===== src/rtl/spi_slave_rx_tx.sv =====
// SPI mode-0 target (CPOL=0, CPHA=0, MSB first), oversampled on clk.
// Received words are presented on rx_data with a single-cycle rx_valid.
// Transmit words come through a single-entry valid/ready holding register.
// When that register is empty at the start of a word, IDLE_WORD is sent
// instead and tx_underrun pulses.
module spi_slave_rx_tx #(
    parameter int unsigned       DATA_W      = 8,
    parameter int unsigned       SYNC_STAGES = 2,
    parameter logic [DATA_W-1:0] IDLE_WORD   = 8'hFF
) (
    input  logic              clk,
    input  logic              rst_n,
    input  logic              spi_clk,
    input  logic              spi_cs_n,
    input  logic              spi_mosi,
    output logic              spi_miso,
    output logic              spi_miso_oe,
    input  logic [DATA_W-1:0] tx_data,
    input  logic              tx_valid,
    output logic              tx_ready,
    output logic [DATA_W-1:0] rx_data,
    output logic              rx_valid,
    output logic              tx_underrun,
    output logic              busy
);
    localparam int unsigned      CNT_W    = (DATA_W > 1) ? $clog2(DATA_W) : 1;
    localparam logic [CNT_W-1:0] LAST_BIT = CNT_W'(DATA_W - 1);

    typedef enum logic [0:0] {IDLE = 1'b0, ACTIVE = 1'b1} state_t;

    logic [SYNC_STAGES-1:0] sclk_sync_q, cs_sync_q, mosi_sync_q;
    logic                   sclk_prev_q, cs_prev_q;
    logic                   sclk_s, cs_s, mosi_s;
    logic                   sclk_rise_s, sclk_fall_s, cs_fall_s, cs_rise_s;

    state_t                 state_q, state_d;
    logic [CNT_W-1:0]       bit_cnt_q, bit_cnt_d;
    logic [DATA_W-1:0]      rx_shift_q, rx_shift_d;
    logic                   word_done_q, word_done_d;
    logic [DATA_W-1:0]      tx_shift_q, tx_shift_d;
    logic [DATA_W-1:0]      hold_q, hold_d;
    logic                   hold_full_q, hold_full_d;
    logic                   from_hold_q, from_hold_d;
    logic                   miso_q, miso_d;
    logic                   oe_q, busy_q, tx_ready_q;
    logic [DATA_W-1:0]      rx_data_q, rx_data_d;
    logic                   rx_valid_q, rx_valid_d;
    logic                   underrun_q, underrun_d;

    // Synchronise the SPI pins and keep the previous last-stage value for edge detection.
    always_ff @(posedge clk or negedge rst_n) begin
        if (!rst_n) begin
            sclk_sync_q <= {SYNC_STAGES{1'b0}};
            cs_sync_q   <= {SYNC_STAGES{1'b1}};
            mosi_sync_q <= {SYNC_STAGES{1'b0}};
            sclk_prev_q <= 1'b0;
            cs_prev_q   <= 1'b1;
        end else begin
            sclk_sync_q <= {sclk_sync_q[SYNC_STAGES-2:0], spi_clk};
            cs_sync_q   <= {cs_sync_q[SYNC_STAGES-2:0], spi_cs_n};
            mosi_sync_q <= {mosi_sync_q[SYNC_STAGES-2:0], spi_mosi};
            sclk_prev_q <= sclk_sync_q[SYNC_STAGES-1];
            cs_prev_q   <= cs_sync_q[SYNC_STAGES-1];
        end
    end

    assign sclk_s      = sclk_sync_q[SYNC_STAGES-1];
    assign cs_s        = cs_sync_q[SYNC_STAGES-1];
    assign mosi_s      = mosi_sync_q[SYNC_STAGES-1];
    assign sclk_rise_s = sclk_s & ~sclk_prev_q;
    assign sclk_fall_s = ~sclk_s & sclk_prev_q;
    assign cs_fall_s   = ~cs_s & cs_prev_q;
    assign cs_rise_s   = cs_s & ~cs_prev_q;

    // Next-state logic: FSM, shift registers, holding register and output pulses.
    always_comb begin
        state_d     = state_q;
        bit_cnt_d   = bit_cnt_q;
        rx_shift_d  = rx_shift_q;
        word_done_d = 1'b0;
        tx_shift_d  = tx_shift_q;
        hold_d      = hold_q;
        hold_full_d = hold_full_q;
        from_hold_d = from_hold_q;
        miso_d      = miso_q;
        rx_data_d   = rx_data_q;
        rx_valid_d  = 1'b0;
        underrun_d  = 1'b0;

        // The completed word was captured one cycle earlier; publish it now.
        if (word_done_q) begin
            rx_data_d  = rx_shift_q;
            rx_valid_d = 1'b1;
        end else begin
            rx_valid_d = 1'b0;
        end

        // Accepting and freeing are mutually exclusive: commit frees only a full register.
        if (tx_valid && !hold_full_q) begin
            hold_d      = tx_data;
            hold_full_d = 1'b1;
        end else begin
            hold_d = hold_q;
        end

        case (state_q)
            IDLE: begin
                bit_cnt_d = {CNT_W{1'b0}};
                if (cs_fall_s) begin
                    state_d     = ACTIVE;
                    miso_d      = hold_full_q ? hold_q[DATA_W-1] : IDLE_WORD[DATA_W-1];
                    from_hold_d = hold_full_q;
                end else begin
                    state_d = IDLE;
                end
            end
            ACTIVE: begin
                if (cs_rise_s) begin
                    // Abort: the partial rx word is dropped; a previewed word stays held.
                    state_d   = IDLE;
                    bit_cnt_d = {CNT_W{1'b0}};
                end else if (sclk_rise_s) begin
                    rx_shift_d = {rx_shift_q[DATA_W-2:0], mosi_s};
                    if (bit_cnt_q == {CNT_W{1'b0}}) begin
                        // Commit: the word chosen at preview time is the one shifted out.
                        tx_shift_d = from_hold_q ? hold_q : IDLE_WORD;
                        if (from_hold_q) begin
                            hold_full_d = 1'b0;
                        end else begin
                            underrun_d = 1'b1;
                        end
                    end else begin
                        tx_shift_d = tx_shift_q;
                    end
                    if (bit_cnt_q == LAST_BIT) begin
                        word_done_d = 1'b1;
                        bit_cnt_d   = {CNT_W{1'b0}};
                    end else begin
                        bit_cnt_d = bit_cnt_q + CNT_W'(1);
                    end
                end else if (sclk_fall_s) begin
                    if (bit_cnt_q == {CNT_W{1'b0}}) begin
                        miso_d      = hold_full_q ? hold_q[DATA_W-1] : IDLE_WORD[DATA_W-1];
                        from_hold_d = hold_full_q;
                    end else begin
                        // MSB already went out at preview; walk the rest down the shifter.
                        miso_d     = tx_shift_q[DATA_W-2];
                        tx_shift_d = {tx_shift_q[DATA_W-2:0], 1'b0};
                    end
                end else begin
                    state_d = ACTIVE;
                end
            end
            default: begin
                state_d   = IDLE;
                bit_cnt_d = {CNT_W{1'b0}};
            end
        endcase
    end

    // State and datapath registers; all outputs come straight from flops.
    always_ff @(posedge clk or negedge rst_n) begin
        if (!rst_n) begin
            state_q     <= IDLE;
            bit_cnt_q   <= {CNT_W{1'b0}};
            rx_shift_q  <= {DATA_W{1'b0}};
            word_done_q <= 1'b0;
            tx_shift_q  <= {DATA_W{1'b0}};
            hold_q      <= {DATA_W{1'b0}};
            hold_full_q <= 1'b0;
            from_hold_q <= 1'b0;
            miso_q      <= 1'b0;
            oe_q        <= 1'b0;
            busy_q      <= 1'b0;
            tx_ready_q  <= 1'b1;
            rx_data_q   <= {DATA_W{1'b0}};
            rx_valid_q  <= 1'b0;
            underrun_q  <= 1'b0;
        end else begin
            state_q     <= state_d;
            bit_cnt_q   <= bit_cnt_d;
            rx_shift_q  <= rx_shift_d;
            word_done_q <= word_done_d;
            tx_shift_q  <= tx_shift_d;
            hold_q      <= hold_d;
            hold_full_q <= hold_full_d;
            from_hold_q <= from_hold_d;
            miso_q      <= miso_d;
            oe_q        <= (state_d == ACTIVE);
            busy_q      <= (state_d == ACTIVE);
            tx_ready_q  <= ~hold_full_d;
            rx_data_q   <= rx_data_d;
            rx_valid_q  <= rx_valid_d;
            underrun_q  <= underrun_d;
        end
    end

    assign spi_miso    = miso_q;
    assign spi_miso_oe = oe_q;
    assign busy        = busy_q;
    assign tx_ready    = tx_ready_q;
    assign rx_data     = rx_data_q;
    assign rx_valid    = rx_valid_q;
    assign tx_underrun = underrun_q;

endmodule


===== config.mk =====
export PLATFORM = sky130hd
export DESIGN_NAME = spi_slave_rx_tx
export DESIGN_NICKNAME = d
export VERILOG_FILES = /design/src/rtl/spi_slave_rx_tx.sv
export SDC_FILE = /design/constraint.sdc
export NUM_CORES = 1
export LEC_CHECK = 0
export CAP_MARGIN = 20
export CORE_ASPECT_RATIO = 2
export CORE_MARGIN = 2
export CORE_UTILIZATION = 54
export CTS_CLUSTER_DIAMETER = 100
export DETAILED_ROUTE_END_ITERATION = 8
export GPL_TIMING_DRIVEN = 1
export PLACE_DENSITY = 0.84
export SLEW_MARGIN = 10
export SYNTH_ARGS = -nofsm -noshare
export SYNTH_HDL_FRONTEND = slang
export SYNTH_SLANG_ARGS = --single-unit

===== constraint.sdc =====
create_clock -name clk -period 1.9 [get_ports clk]
set_input_delay 0.285 -clock clk [delete_from_list [all_inputs] [get_ports clk]]
set_output_delay 0.285 -clock clk [all_outputs]
set_load 0.05 [all_outputs]

==> tab_implementation.tex <==
\begin{tabular}{lr}
\hline
Metric & Value \\
\hline
\multicolumn{2}{l}{\textbf{Timing}} \\
\quad Setup repair after global routing missed its margin & false \\
\quad Max-slew violation count & 0 \\
\quad Final worst path period need & roughly 1800 ps \\
\quad Least setup slack across all paths after layout & $\sim$150 ps \\
\quad Upper clock frequency limit & 0.570 GHz \\
\quad Slew @ Worst Pin & 507 ps \\
\quad Max-slew headroom & 0.661 \\
\quad Worst clock skew & slightly above 9 ps \\
\quad Final count of hold timing violations & 0 \\
\quad Setup Viol. Count Final & 0 \\
\quad Final TNS setup & 0 ps \\
\quad Part of the cycle the worst path needs & 0.923 \\
\multicolumn{2}{l}{\textbf{Place}} \\
\quad DP Cell Count & 240 \\
\quad Buffers added on ports & 27 \\
\quad Post-DP HPWL & around 2900 µm \\
\quad Placed instance area & 2440 µm² \\
\quad RePlAce Congestion & between 0.7 and 0.8 \\
\quad Worst setup slack before clock tree synthesis & about 220 ps \\
\multicolumn{2}{l}{\textbf{Power}} \\
\quad Net switching component of the power & roughly 710 µW \\
\quad Net switching fraction of the power & 0.280 \\
\quad Leakage power & between 1 and 1.5 nW \\
\quad Share of total power in the clock network & 0.246 \\
\quad Power share of the sequential group & 0.558 \\
\quad Proportion of power drawn by combinational gates & 0.196 \\
\quad Overall power & between 2 and 3 mW \\
\quad Internal power & between 1.5 and 2 mW \\
\quad Maximum vdd drop & between 0.0006 and 0.0007 V \\
\quad Power density relative to cell area & 993 nW/µm² \\
\multicolumn{2}{l}{\textbf{Setup path}} \\
\quad Data arrival, critical path & 1920 ps \\
\quad Required time of the critical path & 2070 ps \\
\quad Category of the most critical setup path & flip-flop to flip-flop \\
\quad CP max stage delay & roughly 420 ps \\
\quad Buf+Inv Stages, Crit Path & 1 \\
\quad Slack of the worst reg-to-reg path & 150 ps \\
\quad Slowest cell on the critical path & dfrtp\_1 \\
\quad Biggest fanout along the worst timing path & 6 \\
\quad Element type at the critical path start & flip-flop \\
\quad Cells along the critical path & inv\_1, ha\_1, nor2b\_1, nand4\_1, o221ai\_1, o31ai\_1 \\
\quad Kind of cell adding the most delay to the critical path & simple AND/OR/NAND/NOR gates \\
\quad Type of destination of the critical path & flip-flop \\
\multicolumn{2}{l}{\textbf{Clocking}} \\
\quad Reg clk slew, reported paths & around 90 ps \\
\quad H-Tree Depth & 2 \\
\quad Number of setup buffers added after CTS & 0 \\
\quad Clock Path Buffers & 2 \\
\quad Sinks on the clock net & 50 \\
\quad Clock buffer count from CTS & 5 \\
\quad Post-cts resize count & 0 \\
\quad Clock tree from TritonCTS & yes \\
\quad Clock latency reported for the late side of the worst-skew pair & 300 ps \\
\quad CTS root buffer & clkbuf\_8 \\
\quad Hold buffers post-CTS & 1 \\
\multicolumn{2}{l}{\textbf{Floorplan}} \\
\quad IO Count & 28 \\
\quad Placeable Area & 3840 µm² \\
\quad Vertical die dimension & between 90 and 100 µm \\
\quad Area enclosed by the die boundary & about 4500 µm² \\
\quad Initial Util & 0.559 \\
\quad Floorplan die width & 48.6 µm \\
\quad Row cnt & 32 \\
\multicolumn{2}{l}{\textbf{Layout}} \\
\quad Count of antenna diodes in the layout & 0 \\
\quad Fill cell instance count of the final layout & between 200 and 300 \\
\quad Post-layout instance area & $\sim$2500 µm² \\
\quad Ratio of cells with drive above 1 in the final layout & 0.253 \\
\quad Number of standard cells in the final layout excluding fillers & roughly 250 \\
\quad Sequential cell area in the final layout & between 1000 and 1500 µm² \\
\quad Signed area change from the synthesized netlist to the final layout & 18.4\% \\
\quad Footprint of the multi-input gates & just under 800 µm² \\
\quad Final \#Nets & approximately 220 \\
\multicolumn{2}{l}{\textbf{Synth}} \\
\quad \#FFs+latches synth & 50 \\
\quad Top cells by instance count after synthesis & dfrtp\_1, mux2\_2, nor2\_1 \\
\quad Count of flip-flops with a built-in enable after synthesis & 0 \\
\quad Top flip-flop cell by instance count after synthesis & dfrtp\_1 \\
\quad Most common cell in the synthesized netlist & dfrtp\_1 \\
\quad Syn\_nets & about 190 \\
\quad Synthesized area & roughly 2100 µm² \\
\quad FFs w/ async S/R, synth & 1.00 \\
\quad Synth warnings & 0 \\
\quad Top-area cell type share of the netlist area & 0.536 \\
\quad Average cell area after synthesis & $\sim$13 µm² \\
\quad Main area contributors after synthesis & dfrtp\_1, mux2\_2, dfstp\_2 \\
\quad Cell taking the most area after synthesis & dfrtp\_1 \\
\quad Register area share after synthesis & 0.585 \\
\quad Number of instances in the synthesized netlist & between 150 and 200 \\
\quad Count of distinct cell types in the synthesized netlist & 31 \\
\multicolumn{2}{l}{\textbf{Global routing}} \\
\quad Routing usage on met3 & 0.0431 \\
\quad Global-route wire length before repair & about 6500 µm \\
\quad Number of global-route vias before repair & between 1000 and 1500 \\
\quad Total track usage & 0.192 \\
\quad Remaining global-route overflow & 0 \\
\quad Met1 demand-to-capacity share in global routing & 0.207 \\
\quad GR Layer Usage met2 & 0.343 \\
\quad Maximum number of pins on one net before global-route repair & 21 \\
\quad Global-route layer with the greatest usage & met2 \\
\quad Number of antenna violations at the first check in global routing & 0 \\
\multicolumn{2}{l}{\textbf{Drt}} \\
\quad Iter 0 DRT Violations & 37 \\
\quad Antenna violation net count after detailed routing & 0 \\
\quad Post-DR wirelength/cell & $\sim$16 µm \\
\quad First drt pass iteration count & 4 \\
\quad Vias after detailed routing & around 1400 \\
\quad DRC errors left & 0 \\
\quad Total length of routed wires & approximately 4000 µm \\
\quad Routed vias/inst & around 5.5 \\
\multicolumn{2}{l}{\textbf{Run status}} \\
\quad Status & complete, no violations \\
\multicolumn{2}{l}{\textbf{Hold path}} \\
\quad Path class of the lowest-slack min-delay path & flip-flop to flip-flop \\
\multicolumn{2}{l}{\textbf{Job}} \\
\quad Max Cap Violations & 0 \\
\hline
\end{tabular}
## power groups by stage
stage	logic [mW]	clock network, mW	registers (mW)
global route	0.539	0.677	1.44
CTS	0.503	0.650	1.41
detailed placement	0.498	0	1.43
global placement	0.468	0	1.42
finish	0.494	0.621	1.41
floorplan	0.316	0	1.43
## placed cells by master (no fill, tap or decap), types with 4 or more instances in the layout
cell type	n
clkbuf_8	6
o31ai_1	6
buf_4	9
dfstp_2	4
inv_1	9
clkdlybuf4s50_1	23
o21a_1	6
ha_1	5
dfrtp_1	46
o22ai_1	8
nand2_1	4
o221ai_1	6
nor2_1	11
mux2_2	26
## layout make-up
type,count,area share
Multi-Input combinational cell,97,0.308
Clock inverter,1,0.00197
Tap cell,51,0.0251
Clock buffer,7,0.0340
Sequential cell,50,0.494
Timing Repair Buffer,34,0.123
Inverter,9,0.0133
## worst paths after layout
check / from / endpoint / cells after the start
setup / recovery: bit_cnt_q[0]$_DFFE_PN0P_ / tx_shift_q[5]$_DFFE_PN0P_ / 6
hold / removal: cs_sync_q[0]$_DFF_PN1_ / cs_sync_q[1]$_DFF_PN1_ / 0
setup reg to reg: bit_cnt_q[0]$_DFFE_PN0P_ / tx_shift_q[5]$_DFFE_PN0P_ / 6
hold reg to reg: cs_sync_q[0]$_DFF_PN1_ / cs_sync_q[1]$_DFF_PN1_ / 0
max in group asynchronous: rst_n / cs_prev_q$_DFF_PN1_ / 3
min in group asynchronous: rst_n / bit_cnt_q[1]$_DFFE_PN0P_ / 2
## flip-flops by register name (all words and copies together) (netlist names)
| name | flops |
|---|---|
| bit_cnt_q | 3 |
| busy | 1 |
| cs_prev_q | 1 |
| cs_sync_q | 2 |
| from_hold_q | 1 |
| hold_full_q | 1 |
| hold_q | 8 |
| mosi_sync_q | 2 |
| rx_data | 8 |
| rx_shift_q | 8 |
| rx_valid | 1 |
| sclk_prev_q | 1 |
| sclk_sync_q | 2 |
| spi_miso | 1 |
| tx_ready | 1 |
| tx_shift_q | 7 |
| tx_underrun | 1 |
| word_done_q | 1 |
## kinds of logic (layout without fill, tap and decap cells)
logic type | after synthesis | count (layout) | synth area share
DFF | 50 | 50 | 0.585
AOI/OAI and AO/OA | 35 | 35 | 0.115
muxes | 28 | 28 | 0.146
and+or+nand+nor | 28 | 28 | 0.0705
buffers and inverters | 19 | 51 | 0.0501
adders and majority gates | 6 | 6 | 0.0338
## layer usage
layer / routed length [µm] / part of all wire
met1: 1480 / 0.38
met2: 2170 / 0.56
met3: 148 / 0.038
met4: 102 / 0.026
met5: 0 / 0
## per-stage QoR
stage               utilization  hold slack, ps
floorplan                     -           -10.6
global placement          0.635             259
detailed placement        0.635             255
CTS                       0.661             360
global route              0.661             367
finish                    0.661             359
## worst register-to-register path, cell delays in order (launching register included)
cell      delay (ps)
dfrtp_1          420
inv_1             80
ha_1             170
nor2b_1          210
nand4_1          300
o221ai_1         310
o31ai_1          130
Note: power is estimated with default switching activity, not from simulation.
